File: src/rtl/multicycle_control_fsm.sv
// multicycle_control_fsm
//   Sequencing controller for the multi-cycle RV32I core. A Moore FSM walks
//   each instruction through fetch, decode and execute/memory/writeback
//   states and drives the datapath muxes and enables from the current state.
//   Supported: lw, sw, R-type ALU, I-type ALU, beq, jal. Unknown opcodes trap
//   into ILLEGAL, which only reset leaves.
//
// Ports
//   clk        in   rising-edge clock
//   reset      in   asynchronous active-high reset
//   Op         in   opcode from the instruction register
//   fun3       in   instr[14:12]
//   fun75      in   instr[30]
//   zero       in   ALU zero flag
//   mem_ready  in   shared memory completes the current access this cycle
//   PCWrite    out  PC register enable
//   AdrSrc     out  memory address select (0 PC, 1 Result)
//   MemWrite   out  memory write strobe
//   IRWrite    out  instruction register / OldPC enable
//   ResultSrc  out  result select (00 ALUOut, 01 Data, 10 ALUResult)
//   ALUSrcA    out  ALU A select (00 PC, 01 OldPC, 10 RD1)
//   ALUSrcB    out  ALU B select (00 RD2, 01 ImmExt, 10 constant 4)
//   ImmSrc     out  immediate format (00 I, 01 S, 10 B, 11 J)
//   ALUControl out  ALU operation (000 add, 001 sub, 010 and, 011 or, 101 slt)
//   RegWrite   out  register file write enable
//   illegal    out  sticky illegal-instruction flag
//   state_dbg  out  current state encoding
module multicycle_control_fsm #(
  parameter int MEM_HANDSHAKE = 1,
  parameter int STATE_W       = 4
) (
  input  logic               clk,
  input  logic               reset,
  input  logic [6:0]         Op,
  input  logic [2:0]         fun3,
  input  logic               fun75,
  input  logic               zero,
  input  logic               mem_ready,
  output logic               PCWrite,
  output logic               AdrSrc,
  output logic               MemWrite,
  output logic               IRWrite,
  output logic [1:0]         ResultSrc,
  output logic [1:0]         ALUSrcA,
  output logic [1:0]         ALUSrcB,
  output logic [1:0]         ImmSrc,
  output logic [2:0]         ALUControl,
  output logic               RegWrite,
  output logic               illegal,
  output logic [STATE_W-1:0] state_dbg
);

  typedef enum logic [3:0] {
    S_FETCH    = 4'd0,
    S_DECODE   = 4'd1,
    S_MEMADR   = 4'd2,
    S_MEMREAD  = 4'd3,
    S_MEMWB    = 4'd4,
    S_MEMWRITE = 4'd5,
    S_EXECUTER = 4'd6,
    S_EXECUTEI = 4'd7,
    S_ALUWB    = 4'd8,
    S_BEQ      = 4'd9,
    S_JAL      = 4'd10,
    S_ILLEGAL  = 4'd15
  } state_t;

  localparam logic [6:0] OP_LW   = 7'b0000011;
  localparam logic [6:0] OP_SW   = 7'b0100011;
  localparam logic [6:0] OP_R    = 7'b0110011;
  localparam logic [6:0] OP_I    = 7'b0010011;
  localparam logic [6:0] OP_BEQ  = 7'b1100011;
  localparam logic [6:0] OP_JAL  = 7'b1101111;

  state_t      r_state;
  logic        r_illegal;
  logic        w_ready;
  logic [1:0]  w_aluop;
  logic        w_pcwrite;
  logic        w_memwrite;
  logic        w_irwrite;
  logic        w_regwrite;

  // With the handshake disabled every memory access completes in one cycle.
  assign w_ready = (MEM_HANDSHAKE != 0) ? mem_ready : 1'b1;

  // ALUOp 00 add, 01 sub, 10 decode from funct fields.
  function automatic logic [2:0] alu_decode(input logic [1:0] aluop,
                                            input logic [2:0] f3,
                                            input logic       op5,
                                            input logic       f75);
    logic [2:0] ctl;
    ctl = 3'b000;
    if (aluop == 2'b01) begin
      ctl = 3'b001;
    end else if (aluop == 2'b10) begin
      case (f3)
        3'b000:  ctl = (op5 & f75) ? 3'b001 : 3'b000;
        3'b010:  ctl = 3'b101;
        3'b110:  ctl = 3'b011;
        3'b111:  ctl = 3'b010;
        default: ctl = 3'b000;
      endcase
    end
    return ctl;
  endfunction

  always_ff @(posedge clk or posedge reset) begin
    if (reset) begin
      r_state   <= S_FETCH;
      r_illegal <= 1'b0;
    end else begin
      case (r_state)
        S_FETCH:    if (w_ready) r_state <= S_DECODE;
        S_DECODE: begin
          case (Op)
            OP_LW, OP_SW: r_state <= S_MEMADR;
            OP_R:         r_state <= S_EXECUTER;
            OP_I:         r_state <= S_EXECUTEI;
            OP_BEQ:       r_state <= S_BEQ;
            OP_JAL:       r_state <= S_JAL;
            default: begin
              r_state   <= S_ILLEGAL;
              r_illegal <= 1'b1;
            end
          endcase
        end
        S_MEMADR:   r_state <= Op[5] ? S_MEMWRITE : S_MEMREAD;
        S_MEMREAD:  if (w_ready) r_state <= S_MEMWB;
        S_MEMWB:    r_state <= S_FETCH;
        S_MEMWRITE: if (w_ready) r_state <= S_FETCH;
        S_EXECUTER: r_state <= S_ALUWB;
        S_EXECUTEI: r_state <= S_ALUWB;
        S_ALUWB:    r_state <= S_FETCH;
        S_BEQ:      r_state <= S_FETCH;
        S_JAL:      r_state <= S_ALUWB;
        S_ILLEGAL:  r_state <= S_ILLEGAL;
        // Unused encodings are treated as a corrupted sequence and trapped.
        default: begin
          r_state   <= S_ILLEGAL;
          r_illegal <= 1'b1;
        end
      endcase
    end
  end

  always_comb begin
    w_pcwrite  = 1'b0;
    w_memwrite = 1'b0;
    w_irwrite  = 1'b0;
    w_regwrite = 1'b0;
    AdrSrc     = 1'b0;
    ResultSrc  = 2'b00;
    ALUSrcA    = 2'b00;
    ALUSrcB    = 2'b00;
    w_aluop    = 2'b00;
    case (r_state)
      S_FETCH: begin
        ALUSrcB   = 2'b10;
        ResultSrc = 2'b10;
        w_irwrite = w_ready;
        w_pcwrite = w_ready;
      end
      S_DECODE: begin
        ALUSrcA = 2'b01;
        ALUSrcB = 2'b01;
      end
      S_MEMADR: begin
        ALUSrcA = 2'b10;
        ALUSrcB = 2'b01;
      end
      S_MEMREAD: AdrSrc = 1'b1;
      S_MEMWB: begin
        ResultSrc  = 2'b01;
        w_regwrite = 1'b1;
      end
      S_MEMWRITE: begin
        AdrSrc     = 1'b1;
        w_memwrite = 1'b1;
      end
      S_EXECUTER: begin
        ALUSrcA = 2'b10;
        w_aluop = 2'b10;
      end
      S_EXECUTEI: begin
        ALUSrcA = 2'b10;
        ALUSrcB = 2'b01;
        w_aluop = 2'b10;
      end
      S_ALUWB: w_regwrite = 1'b1;
      S_BEQ: begin
        ALUSrcA   = 2'b10;
        w_aluop   = 2'b01;
        w_pcwrite = zero;
      end
      S_JAL: begin
        ALUSrcA   = 2'b01;
        ALUSrcB   = 2'b10;
        w_pcwrite = 1'b1;
      end
      default: ;
    endcase
  end

  always_comb begin
    case (Op)
      OP_SW:   ImmSrc = 2'b01;
      OP_BEQ:  ImmSrc = 2'b10;
      OP_JAL:  ImmSrc = 2'b11;
      default: ImmSrc = 2'b00;
    endcase
  end

  assign ALUControl = alu_decode(w_aluop, fun3, Op[5], fun75);

  // FETCH decodes straight from mem_ready, so strobes are masked while reset
  // is held to keep the datapath from writing during reset.
  assign PCWrite   = w_pcwrite  & ~reset;
  assign MemWrite  = w_memwrite & ~reset;
  assign IRWrite   = w_irwrite  & ~reset;
  assign RegWrite  = w_regwrite & ~reset;
  assign illegal   = r_illegal;
  assign state_dbg = STATE_W'(r_state);

endmodule
File: config.mk
export PLATFORM = sky130hd
export DESIGN_NAME = multicycle_control_fsm
export DESIGN_NICKNAME = d
export VERILOG_FILES = /design/src/rtl/multicycle_control_fsm.sv
export SDC_FILE = /design/constraint.sdc
export NUM_CORES = 1
export LEC_CHECK = 0
export BUFFER_PORTS_ARGS = -buffer_cell sky130_fd_sc_hd__buf_2
export CAP_MARGIN = 20
export CORE_AREA = 2 2 47 49
export DETAILED_ROUTE_END_ITERATION = 12
export DIE_AREA = 0 0 49 51
export GPL_ROUTABILITY_DRIVEN = 0
export PLACE_DENSITY_LB_ADDON = 0.08
export SLEW_MARGIN = 20
export SYNTH_ARGS = -nofsm -noshare
export SYNTH_HDL_FRONTEND = slang
export SYNTH_SLANG_ARGS = --single-unit
File: constraint.sdc
create_clock -name clk -period 3.72 [get_ports clk]
set_clock_uncertainty 0.2 [all_clocks]
set_input_delay 1.116 -clock clk [delete_from_list [all_inputs] [get_ports clk]]
set_output_delay 1.116 -clock clk [all_outputs]
set_load 0.05 [all_outputs]
-- After elaboration in Yosys (flattened, before gate mapping)
Index checks and enable logic that the tools add are counted.
Widths: inputs -> output; s select.
- bits in registers: 5
- input bits: 15
- output and inout port bits: 21
- logic and storage cells: 73
- equal/unequal tests: 26
- mux-type cells: 22
- bitwise operators: 7
- reduce and logical (&&, ||, !) cells: 16
- operator list (operator ; number):
    $pmux 4 s7 ; 1
    $pmux 4 s5 ; 1
    $eq 4x3->1 const B ; 4
    $eq 4x4->1 const B ; 4
    $pmux 2 s2 ; 4
    $eq 7x6->1 const B ; 2
    $eq 7x7->1 const B ; 2
    $mux 4 ; 3
    $pmux 3 s4 ; 1
    $reduce_or 2->1 ; 6
    $reduce_or 11->1 ; 1
    $mux 3 ; 3
    $reduce_or 3->1 ; 3
    $eq 4x2->1 const B ; 2
    $ne 2x2->1 const B ; 4
    $eq 7x2->1 const B ; 1
    $eq 7x5->1 const B ; 1
    $eq 3x3->1 const B ; 2
    $mux 1 ; 6
    $pmux 2 s3 ; 1
    $reduce_or 6->1 ; 1
    $and 1x1->1 ; 5
    $eq 4x1->1 const B ; 1
    $logic_not 4->1 ; 1
    10 further kinds ; 11

-- Longest topological paths before layout
Gate-level depths: netlist of run 1.
- word-level depth: 6
- depth in mapped cells: 5
- mapped depth without buffers: 4

-- Worst setup path before layout of run 1
Ideal clock, no wire load.
- kind: reg2out
- from: reg r_state[0], in the netlist state_dbg[0]
- to: out IRWrite
- arrival: 3.061 ns
- required time: 2.404 ns
- slack: -0.657 ns
- stages on the path, launching flop included: 4
- path buffers: 1
- cell sequence: dfrtp_1 -> buf_2 -> nor4_1 -> and3_1
- longest elaborated chain between the ends: 3
- RTL lines (item ; RTL line ; source):
    start, declared ; 75 ; state_t r_state;
    start signal, assigned ; 128 ; S_MEMADR: r_state <= Op[5] ? S_MEMWRITE : S_MEMREAD;
    $logic_not 4->1 ; 157 ; case (r_state)
    $mux 1 ; 157 ;
    $and 1x1->1 ; 220 ; assign IRWrite = w_irwrite & ~reset;
    end, declared ; 42 ; output logic IRWrite,
No other way between the ends.

-- Worst setup path in the final report of run 1
- from: in Op[2]
- to: out ImmSrc[0]
- longest elaborated chain between the ends: 2
- elaborated cells on any way between the ends: 4
- those cells by class: eq/ne (3); mux (1)
- RTL lines (item ; RTL line ; source):
    start, declared ; 34 ; input logic [6:0] Op,
    $eq 7x7->1 / $eq 7x6->1 (equally long branches) ; 206 ; case (Op)
    $pmux 2 s3 * ; 206 ;
    end, declared ; 46 ; output logic [1:0] ImmSrc,
Every way passes the cells marked *; elsewhere a longest branch is shown, timed or not.

==> results of run 1 <==
[power groups by stage]
| stage | clock network (mW) | registers [mW] | logic, mW |
|---|---|---|---|
| 4_1_cts | 0.0654 | 0.0546 | 0.0242 |
| 5_1_grt | 0.0714 | 0.0545 | 0.0270 |
| 3_5_place_dp | 0 | 0.0554 | 0.0242 |
| 3_3_place_gp | 0 | 0.0554 | 0.0237 |
| 2_1_floorplan | 0 | 0.0554 | 0.0115 |
| 6_report | 0.0615 | 0.0546 | 0.0240 |
[cell usage in the layout, fill, tap and decap left out, types with 2 or more instances in the layout]
cell type / count
buf_4: 2
xor2_1: 2
nand3_1: 3
or3_1: 3
o21ai_0: 6
o21ai_1: 3
nor2_1: 6
buf_2: 35
nor2b_1: 3
and3_1: 2
inv_1: 6
a21oi_1: 8
nand4_1: 2
nand2b_1: 2
nand2_1: 10
xnor2_1: 2
nor3_1: 9
clkbuf_4: 3
dfrtp_1: 5
[worst min-delay path by stage]
stage	to	cells past startpoint	slack, ns	from
floorplan	illegal	1	0.61	illegal
global placement	illegal	1	0.27	illegal
detailed placement	illegal	1	0.27	illegal
CTS	illegal	1	0.29	illegal
global route	illegal	1	0.29	illegal
finish	illegal	1	0.29	illegal
[layer usage]
layer  vias to the layer above  share of wire  GRT usage
li1                        423              -          -
met1                       371           0.48      0.179
met2                        25           0.47      0.265
met3                         2          0.050     0.0468
met4                         0         0.0054     0.0619
met5                         -              0          0
[stage by stage]
stage          worst slack [ns]  hold WS [ns]
2_1_floorplan            0.0344         0.609
3_3_place_gp              0.370         0.269
3_5_place_dp              0.355         0.267
4_1_cts                   0.355         0.293
5_1_grt                   0.305         0.294
6_report                  0.352         0.289
[registers in the layout (all words and copies together) (netlist names)]
| name | flops |
|---|---|
| state_dbg | 4 |
| illegal | 1 |
[kinds of logic (layout without fill, tap and decap cells)]
| kind of cell | count (synthesis) | after routing | synth area share |
|---|---|---|---|
| buf+inv | 13 | 47 | 0.0920 |
| mux | 1 | 1 | 0.0153 |
| xor+xnor | 4 | 4 | 0.0536 |
| compound gates | 28 | 28 | 0.272 |
| flops | 5 | 5 | 0.192 |
| simple gates | 46 | 46 | 0.375 |
[area by class of cell]
| class | count | area [um^2] |
|---|---|---|
| Sequential cell | 5 | 125 |
| Timing Repair Buffer | 37 | 190 |
| Fill cell | 221 | 1180 |
| Clock buffer | 4 | 26.3 |
| Multi-Input combinational cell | 79 | 483 |
| Tap cell | 28 | 35.0 |
| Inverter | 6 | 22.5 |
[worst max-delay path, delay by kind of cell]
| family | cells | cell delay, ns |
|---|---|---|
| compound gates | 1 | 0.13 |
| simple gates | 1 | 0.41 |
| buf+inv | 2 | 0.39 |
==> summary.txt, run 1 <==
Synthesis
  – Synth area leaders: dfrtp_1, nor3_1, a21oi_1
  – Post-synth EDFFs: 0
  – Synth top area share: 0.192
  – Yosys cell types: 36
  – Most common cell in the netlist: nand2_1
  – Dominant synthesized flop cell: dfrtp_1
  – Post-Syn Area: 653 um^2
  – Top cell type by total area after synthesis: dfrtp_1
  – Seq/Total Area, Yosys: 0.192
  – Synthesis Warnings: 0
  – Net Count, Synth: 112
  – Mapped Avg Cell Area: 6.73 um^2
  – Synth top cells by count: nand2_1, nor3_1, a21oi_1
  – Synth Register Bits: 5
  – Async SR Flop Fraction: 1.00
  – Synth Instances: 97

CTS
  – CTS Buf Count: 3
  – Cells resized by post-CTS repair: 0
  – Clk pin slew, worst setup/hold paths: 0.04 ns
  – Clk buf depth: 2
  – CTS tree: yes
  – Clk sinks: 5
  – Clk_lat worst skew: 0.24 ns
  – Htree depth: 1
  – Setup Fix Bufs, Post-CTS: 0
  – Clk Tree Root Cell: clkbuf_4
  – # hold bufs at CTS: 0

Worst setup path
  – Worst Setup End Kind: output pin
  – R2R Setup Slk: 1.77 ns
  – Register-to-Register Path Depth: 4
  – RR Endpoint: state_dbg[1]
  – CP Launch Type: input pin
  – Worst path most repeated cell: buf_2
  – Crit path from: Op[2]
  – Critical path data arrival time: 2.05 ns
  – CP Class: in -> out
  – Largest stage delay on the critical path: 0.41 ns
  – Worst R2R Start: state_dbg[1]
  – Crit Path Max Fanout: 5
  – CP max stage cell: or3_1
  – Setup crit end: ImmSrc[0]
  – Worst endpoint required time: 2.40 ns
  – CP Cell Sequence: buf_2 -> or3_1 -> a21oi_1 -> buf_2

Power
  – Sw Ratio: 0.248
  – Pint: 105 uW
  – Flop pwr share: 0.390
  – Combinational Power Share: 0.171
  – Worst vdd ir: 0.143 mV
  – Leakage: 0.447 nW
  – Switching pwr: 34.7 uW
  – Clock network power share: 0.439
  – Power Density: 159 mW/mm^2
  – Power, Total: 140 uW

STA
  – Slew headroom: 0.608
  – Fmax: 297 MHz
  – Setup violations, final: 0
  – Minimum clock period after layout: 3.37 ns
  – Final period utilization: 0.905
  – Slew @ Worst Pin: 0.587 ns
  – Final Max Tran Viols: 0
  – RSZ-0062 raised after global routing: false
  – Setup TNS: 0 ns
  – Final Hold Violating Endpoints: 0

Floorplanning
  – Initial Util: 0.317
  – Die Span Y: 51 um
  – IO Pins: 36
  – # rows: 17
  – Core area: 0.00206 mm^2
  – Die area: 0.00250 mm^2
  – Overall die width: 49 um

Finish
  – Post-layout util: 0.428
  – Design Area, Final: 882 um^2
  – # diodes: 0
  – Ratio of cells with drive above 1 in the final layout: 0.328
  – Final Non-Filler Cells: 159
  – Area growth syn-to-layout: 35.1%
  – Nets: 147

Routing
  – Pre-antenna DRT Iters: 4
  – Vias: 821
  – Drt total wl: 1.87 mm
  – Routed length per instance: 11.7 um
  – DRC Markers: 0
  – Vias per cell: 5.16
  – Antenna Nets Post-Route: 0
  – DRT iter0 DRCs: 20

Global routing
  – Vias in the first global route: 706
  – First-pass GRT wire length: 2.99 mm
  – Initial antenna violation count: 0
  – Total grt overflow: 0
  – Largest net degree at the start of global routing: 18
  – Tot GR Track Use: 0.154

Placement
  – Detail Placement HPWL: 1.44 mm
  – Port bufs: 35
  – Cells after DPL: 155
  – Area post-placement: 856 um^2

Outcome
  – Status: finished, final reports clean

Min path
  – Worst hold path class: reg -> reg

Job
  – Max Cap Viol: 0
Note: power is estimated with default switching activity, not from simulation.
==> inputs of run 2 (changes only) <==
RECOVER_POWER = 25   (was unset)
==> summary.txt, run 2 (synthesis gave the netlist of run 1 again) <==
Floorplanning
  – IO Pins: 36 (unchanged)
  – # rows: 17 (unchanged)
  – Die Span Y: 51 um (unchanged)
  – Core area: 0.00206 mm^2 (unchanged)
  – Initial Util: 0.317 (unchanged)
  – Die area: 0.00250 mm^2 (unchanged)
  – Overall die width: 49 um (unchanged)

CTS
  – # hold bufs at CTS: 0 (unchanged)
  – Cells resized by post-CTS repair: 0 (unchanged)
  – CTS tree: yes
  – CTS Buf Count: 3 (unchanged)
  – Htree depth: 1 (unchanged)
  – Clk buf depth: 2 (unchanged)
  – Clk sinks: 5 (unchanged)
  – Clk_lat worst skew: 0.24 ns (about the same)
  – Setup Fix Bufs, Post-CTS: 0 (unchanged)
  – Clk Tree Root Cell: clkbuf_4
  – Clk pin slew, worst setup/hold paths: 0.04 ns (about the same)

Finish
  – Ratio of cells with drive above 1 in the final layout: 0.305 (-0.0229)
  – # fillers: 224 (+1.4%)
  – Most frequent cells in the layout: buf_2, nand2_1, nor3_1
  – # diodes: 0 (unchanged)
  – Area occupied by multi-input gates: 483 um^2 (unchanged)
  – Area growth syn-to-layout: 34.5%
  – Nets: 147 (unchanged)
  – Sequential Area: 125 um^2 (unchanged)
  – Max reg flops: 4 (unchanged)
  – Most common cell after layout, fill and taps aside: buf_2

Routing
  – Pre-antenna DRT Iters: 4 (unchanged)
  – Antenna Nets Post-Route: 0 (unchanged)
  – Vias: 829 (+0.97%)
  – Drt total wl: 1.85 mm (-0.70%)
  – DRC Markers: 0 (unchanged)
  – Vias per cell: 5.21 (+0.97%)
  – DRT iter0 DRCs: 22 (+10%)
  – Routed length per instance: 11.7 um (-0.70%)

Outcome
  – Status: finished, final reports clean

Power
  – Power, Total: 140 uW (-0.39%)
  – Power Density: 159 mW/mm^2 (about the same)
  – Worst vdd ir: 0.143 mV (-0.11%)
  – Leakage: 0.439 nW (-1.8%)

Job
  – Max Cap Viol: 0 (unchanged)

Worst setup path
  – Critical path data arrival time: 2.05 ns (about the same)
  – CP Launch Type: input pin
  – R2R Setup Slk: 1.76 ns (about the same)
  – Register-to-Register Path Depth: 4 (unchanged)
  – Worst endpoint required time: 2.40 ns (about the same)
  – Crit path from: Op[2]
  – Worst R2R Start: state_dbg[1]
  – Worst Setup End Kind: output pin
  – Setup crit end: ImmSrc[0]
  – RR Endpoint: state_dbg[1]
  – Crit Path Max Fanout: 5 (unchanged)
  – CP Class: in -> out

Global routing
  – First-pass GRT wire length: 2.99 mm (unchanged)
  – Initial antenna violation count: 0 (unchanged)
  – Largest net degree at the start of global routing: 18 (unchanged)
  – Tot GR Track Use: 0.154 (unchanged)
  – Total grt overflow: 0 (unchanged)
  – Vias in the first global route: 706 (unchanged)

STA
  – Final Max Tran Viols: 0 (unchanged)
  – Setup TNS: 0 ns (unchanged)
  – Minimum clock period after layout: 3.37 ns (+0.000688 ns)
  – Setup violations, final: 0 (unchanged)
  – Slew @ Worst Pin: 0.585 ns (-0.00198 ns)
  – Slew headroom: 0.610 (+0.00132)
  – Fmax: 297 MHz (about the same)
  – Final Hold Violating Endpoints: 0 (unchanged)
  – RSZ-0062 raised after global routing: false
  – Final period utilization: 0.905 (about the same)

Min path
  – Worst hold path class: reg -> reg
  – Worst min-delay path startpoint: illegal
  – Hold Path Stages: 1 (unchanged)

Placement
  – Port bufs: 35 (unchanged)
  – Detail Placement HPWL: 1.44 mm (unchanged)
[run 2: changes by cell type in the layout (fill, tap and decap cells not counted)]
cell and delta:
buf_2 -3, clkbuf_1 +3
[run 2: layout make-up]
| class | instances | share of cell area |
|---|---|---|
| Multi-Input combinational cell | 79 | 0.550 |
| Inverter | 6 | 0.0256 |
| Tap cell | 28 | 0.0399 |
| Timing Repair Buffer | 37 | 0.212 |
| Sequential cell | 5 | 0.142 |
| Clock buffer | 4 | 0.0299 |
[run 2: power by group]
part           internal, mW  switching [mW]
Clock                0.0405          0.0209
Combinational       0.00986          0.0137
Sequential           0.0546               0
[run 2: how the worst min path moves through the flow]
| stage | to |
|---|---|
| after floorplan | illegal |
| after global placement | illegal |
| after detailed placement | illegal |
| after CTS | illegal |
| after global routing | illegal |
| final | illegal |
[run 2: critical path, cell delays in order]
cell	delay (ns)
clkbuf_1	0.11
or3_1	0.42
a21oi_1	0.13
buf_2	0.27
[run 2: through the flow]
step | cell area [um^2] | util | instances | hold slack, ns | setup slack [ns]
finish | 878 | 0.426 | 159 | 0.289 | 0.352
global route | 878 | 0.426 | 159 | 0.294 | 0.298
CTS | 882 | 0.428 | 159 | 0.293 | 0.355
detailed placement | 856 | 0.415 | 155 | 0.267 | 0.355
global placement | 856 | 0.415 | 155 | 0.269 | 0.370
floorplan | 668 | - | 97 | 0.609 | 0.0344
[run 2: per-layer routing]
layer  vias to the layer above  GRT usage  wire length (um)  part of all wire
met1                       374      0.179               875              0.47
met2                        31      0.265               853              0.46
met4                         0     0.0619                 8            0.0043
met3                         2     0.0468               116             0.063
met5                         -          0                 0                 0
li1                        422          -                 -                 -
==> inputs of run 3 (changes only) <==
PLACE_DENSITY_LB_ADDON = unset   (was 0.08)
==> summary.txt, run 3 (synthesis gave the netlist of run 1 again) <==
Min path
  – Worst hold path class: reg -> reg

Worst setup path
  – Worst endpoint required time: 2.40 ns (about the same)
  – CP Launch Type: input pin
  – Crit Path Max Fanout: 5 (unchanged)
  – CP Class: in -> out
  – Worst Setup End Kind: output pin
  – CP max stage cell: or3_1
  – CP Cell Sequence: clkbuf_1 -> or3_1 -> a21oi_1 -> buf_2
  – Critical path data arrival time: 2.07 ns (+0.02 ns)
  – Largest stage delay on the critical path: 0.43 ns (about the same)

Global routing
  – Initial antenna violation count: 0 (unchanged)
  – Total grt overflow: 0 (unchanged)
  – First-pass GRT wire length: 3.14 mm (+4.8%)
  – Largest net degree at the start of global routing: 18 (unchanged)
  – Vias in the first global route: 697 (-1.3%)
  – Tot GR Track Use: 0.161 (+0.00681)

Floorplanning
  – Die area: 0.00250 mm^2 (unchanged)
  – Overall die width: 49 um (unchanged)
  – IO Pins: 36 (unchanged)
  – Core area: 0.00206 mm^2 (unchanged)
  – # rows: 17 (unchanged)
  – Initial Util: 0.317 (unchanged)
  – Die Span Y: 51 um (unchanged)

CTS
  – Clk sinks: 5 (unchanged)
  – Clk Tree Root Cell: clkbuf_4
  – Clk pin slew, worst setup/hold paths: 0.05 ns (about the same)
  – Clk buf depth: 2 (unchanged)
  – # hold bufs at CTS: 0 (unchanged)
  – CTS Buf Count: 3 (unchanged)
  – Cells resized by post-CTS repair: 0 (unchanged)
  – Setup Fix Bufs, Post-CTS: 0 (unchanged)
  – CTS tree: yes
  – Clk_lat worst skew: 0.24 ns (about the same)
  – Htree depth: 1 (unchanged)

Routing
  – Vias: 813 (-1.9%)
  – Antenna Nets Post-Route: 0 (unchanged)
  – DRC Markers: 0 (unchanged)
  – Pre-antenna DRT Iters: 4 (unchanged)
  – Drt total wl: 1.89 mm (+1.7%)
  – DRT iter0 DRCs: 21 (-4.5%)
  – Vias per cell: 5.11 (-1.9%)
  – Routed length per instance: 11.9 um (+1.7%)

Outcome
  – Status: finished, final reports clean

Finish
  – # fillers: 218 (-2.7%)
  – Area growth syn-to-layout: 34.7%
  – Ratio of cells with drive above 1 in the final layout: 0.313 (+0.00763)
  – Max reg flops: 4 (unchanged)
  – Most common cell after layout, fill and taps aside: buf_2
  – # diodes: 0 (unchanged)
  – Most frequent cells in the layout: buf_2, nand2_1, nor3_1
  – Final Non-Filler Cells: 159 (unchanged)
  – Nets: 147 (unchanged)

Placement
  – Port bufs: 35 (unchanged)
  – Detail Placement HPWL: 1.47 mm (+2.0%)
  – Cells after DPL: 155 (unchanged)

STA
  – Setup violations, final: 0 (unchanged)
  – Final Max Tran Viols: 0 (unchanged)
  – Hold slack: 0.297 ns (+0.00838 ns)
  – Final period utilization: 0.910 (+0.00446)
  – Final Hold Violating Endpoints: 0 (unchanged)
  – Setup TNS: 0 ns (unchanged)
  – Fmax: 295 MHz (-0.49%)
  – RSZ-0062 raised after global routing: false
  – Minimum clock period after layout: 3.38 ns (+0.0166 ns)
  – Slew headroom: 0.631 (+0.0210)
  – Slew @ Worst Pin: 0.554 ns (-0.0315 ns)

Power
  – Worst vdd ir: 0.197 mV (+38%)
  – Leakage: 0.441 nW (+0.49%)
  – Power Density: 160 mW/mm^2 (+0.58%)

Job
  – Max Cap Viol: 0 (unchanged)
## run 3: layout make-up
| type | count | area (um^2) | area share |
|---|---|---|---|
| Multi-Input combinational cell | 79 | 483 | 0.549 |
| Tap cell | 28 | 35.0 | 0.0398 |
| Sequential cell | 5 | 125 | 0.142 |
| Inverter | 6 | 22.5 | 0.0256 |
| Timing Repair Buffer | 37 | 188 | 0.213 |
| Clock buffer | 4 | 26.3 | 0.0299 |
## run 3: final timing paths
check | endpoint | cells after the start | slack [ns] | start
max | ImmSrc[0] | 4 | 0.34 | Op[2]
min | illegal | 1 | 0.30 | illegal
max reg2reg | state_dbg[1] | 4 | 1.79 | state_dbg[1]
min reg2reg | illegal | 1 | 0.30 | illegal
max in group asynchronous | state_dbg[3] | 2 | 2.54 | reset
min in group asynchronous | state_dbg[0] | 2 | 0.59 | reset
## run 3: through the flow
step / setup slack [ns] / total power [mW] / util / instance area (um^2)
finish: 0.335 / 0.141 / 0.426 / 880
CTS: 0.335 / 0.143 / 0.428 / 882
global route: 0.275 / 0.151 / 0.426 / 880
detailed placement: 0.340 / 0.0793 / 0.415 / 856
global placement: 0.369 / 0.0784 / 0.415 / 856
floorplan: 0.0344 / 0.0669 / - / 668
## run 3: critical path, delay by kind of cell
| kind | cells | cell delay (ns) |
|---|---|---|
| AOI/OAI and AO/OA | 1 | 0.14 |
| buffers and inverters | 2 | 0.38 |
| and+or+nand+nor | 1 | 0.43 |
## run 3: power by group
group / internal, mW / switching (mW)
registers: 0.0546 / 0
logic: 0.00996 / 0.0136
clock network: 0.0405 / 0.0219
total: 0.105 / 0.0355
## run 3: metal layers
layer  GRT usage  vias up  routed length, um
li1            -      418                  -
met2       0.269       26                926
met5           0        -                  0
met4      0.0286        0                  0
met3      0.0468        0                 97
met1       0.207      369                861
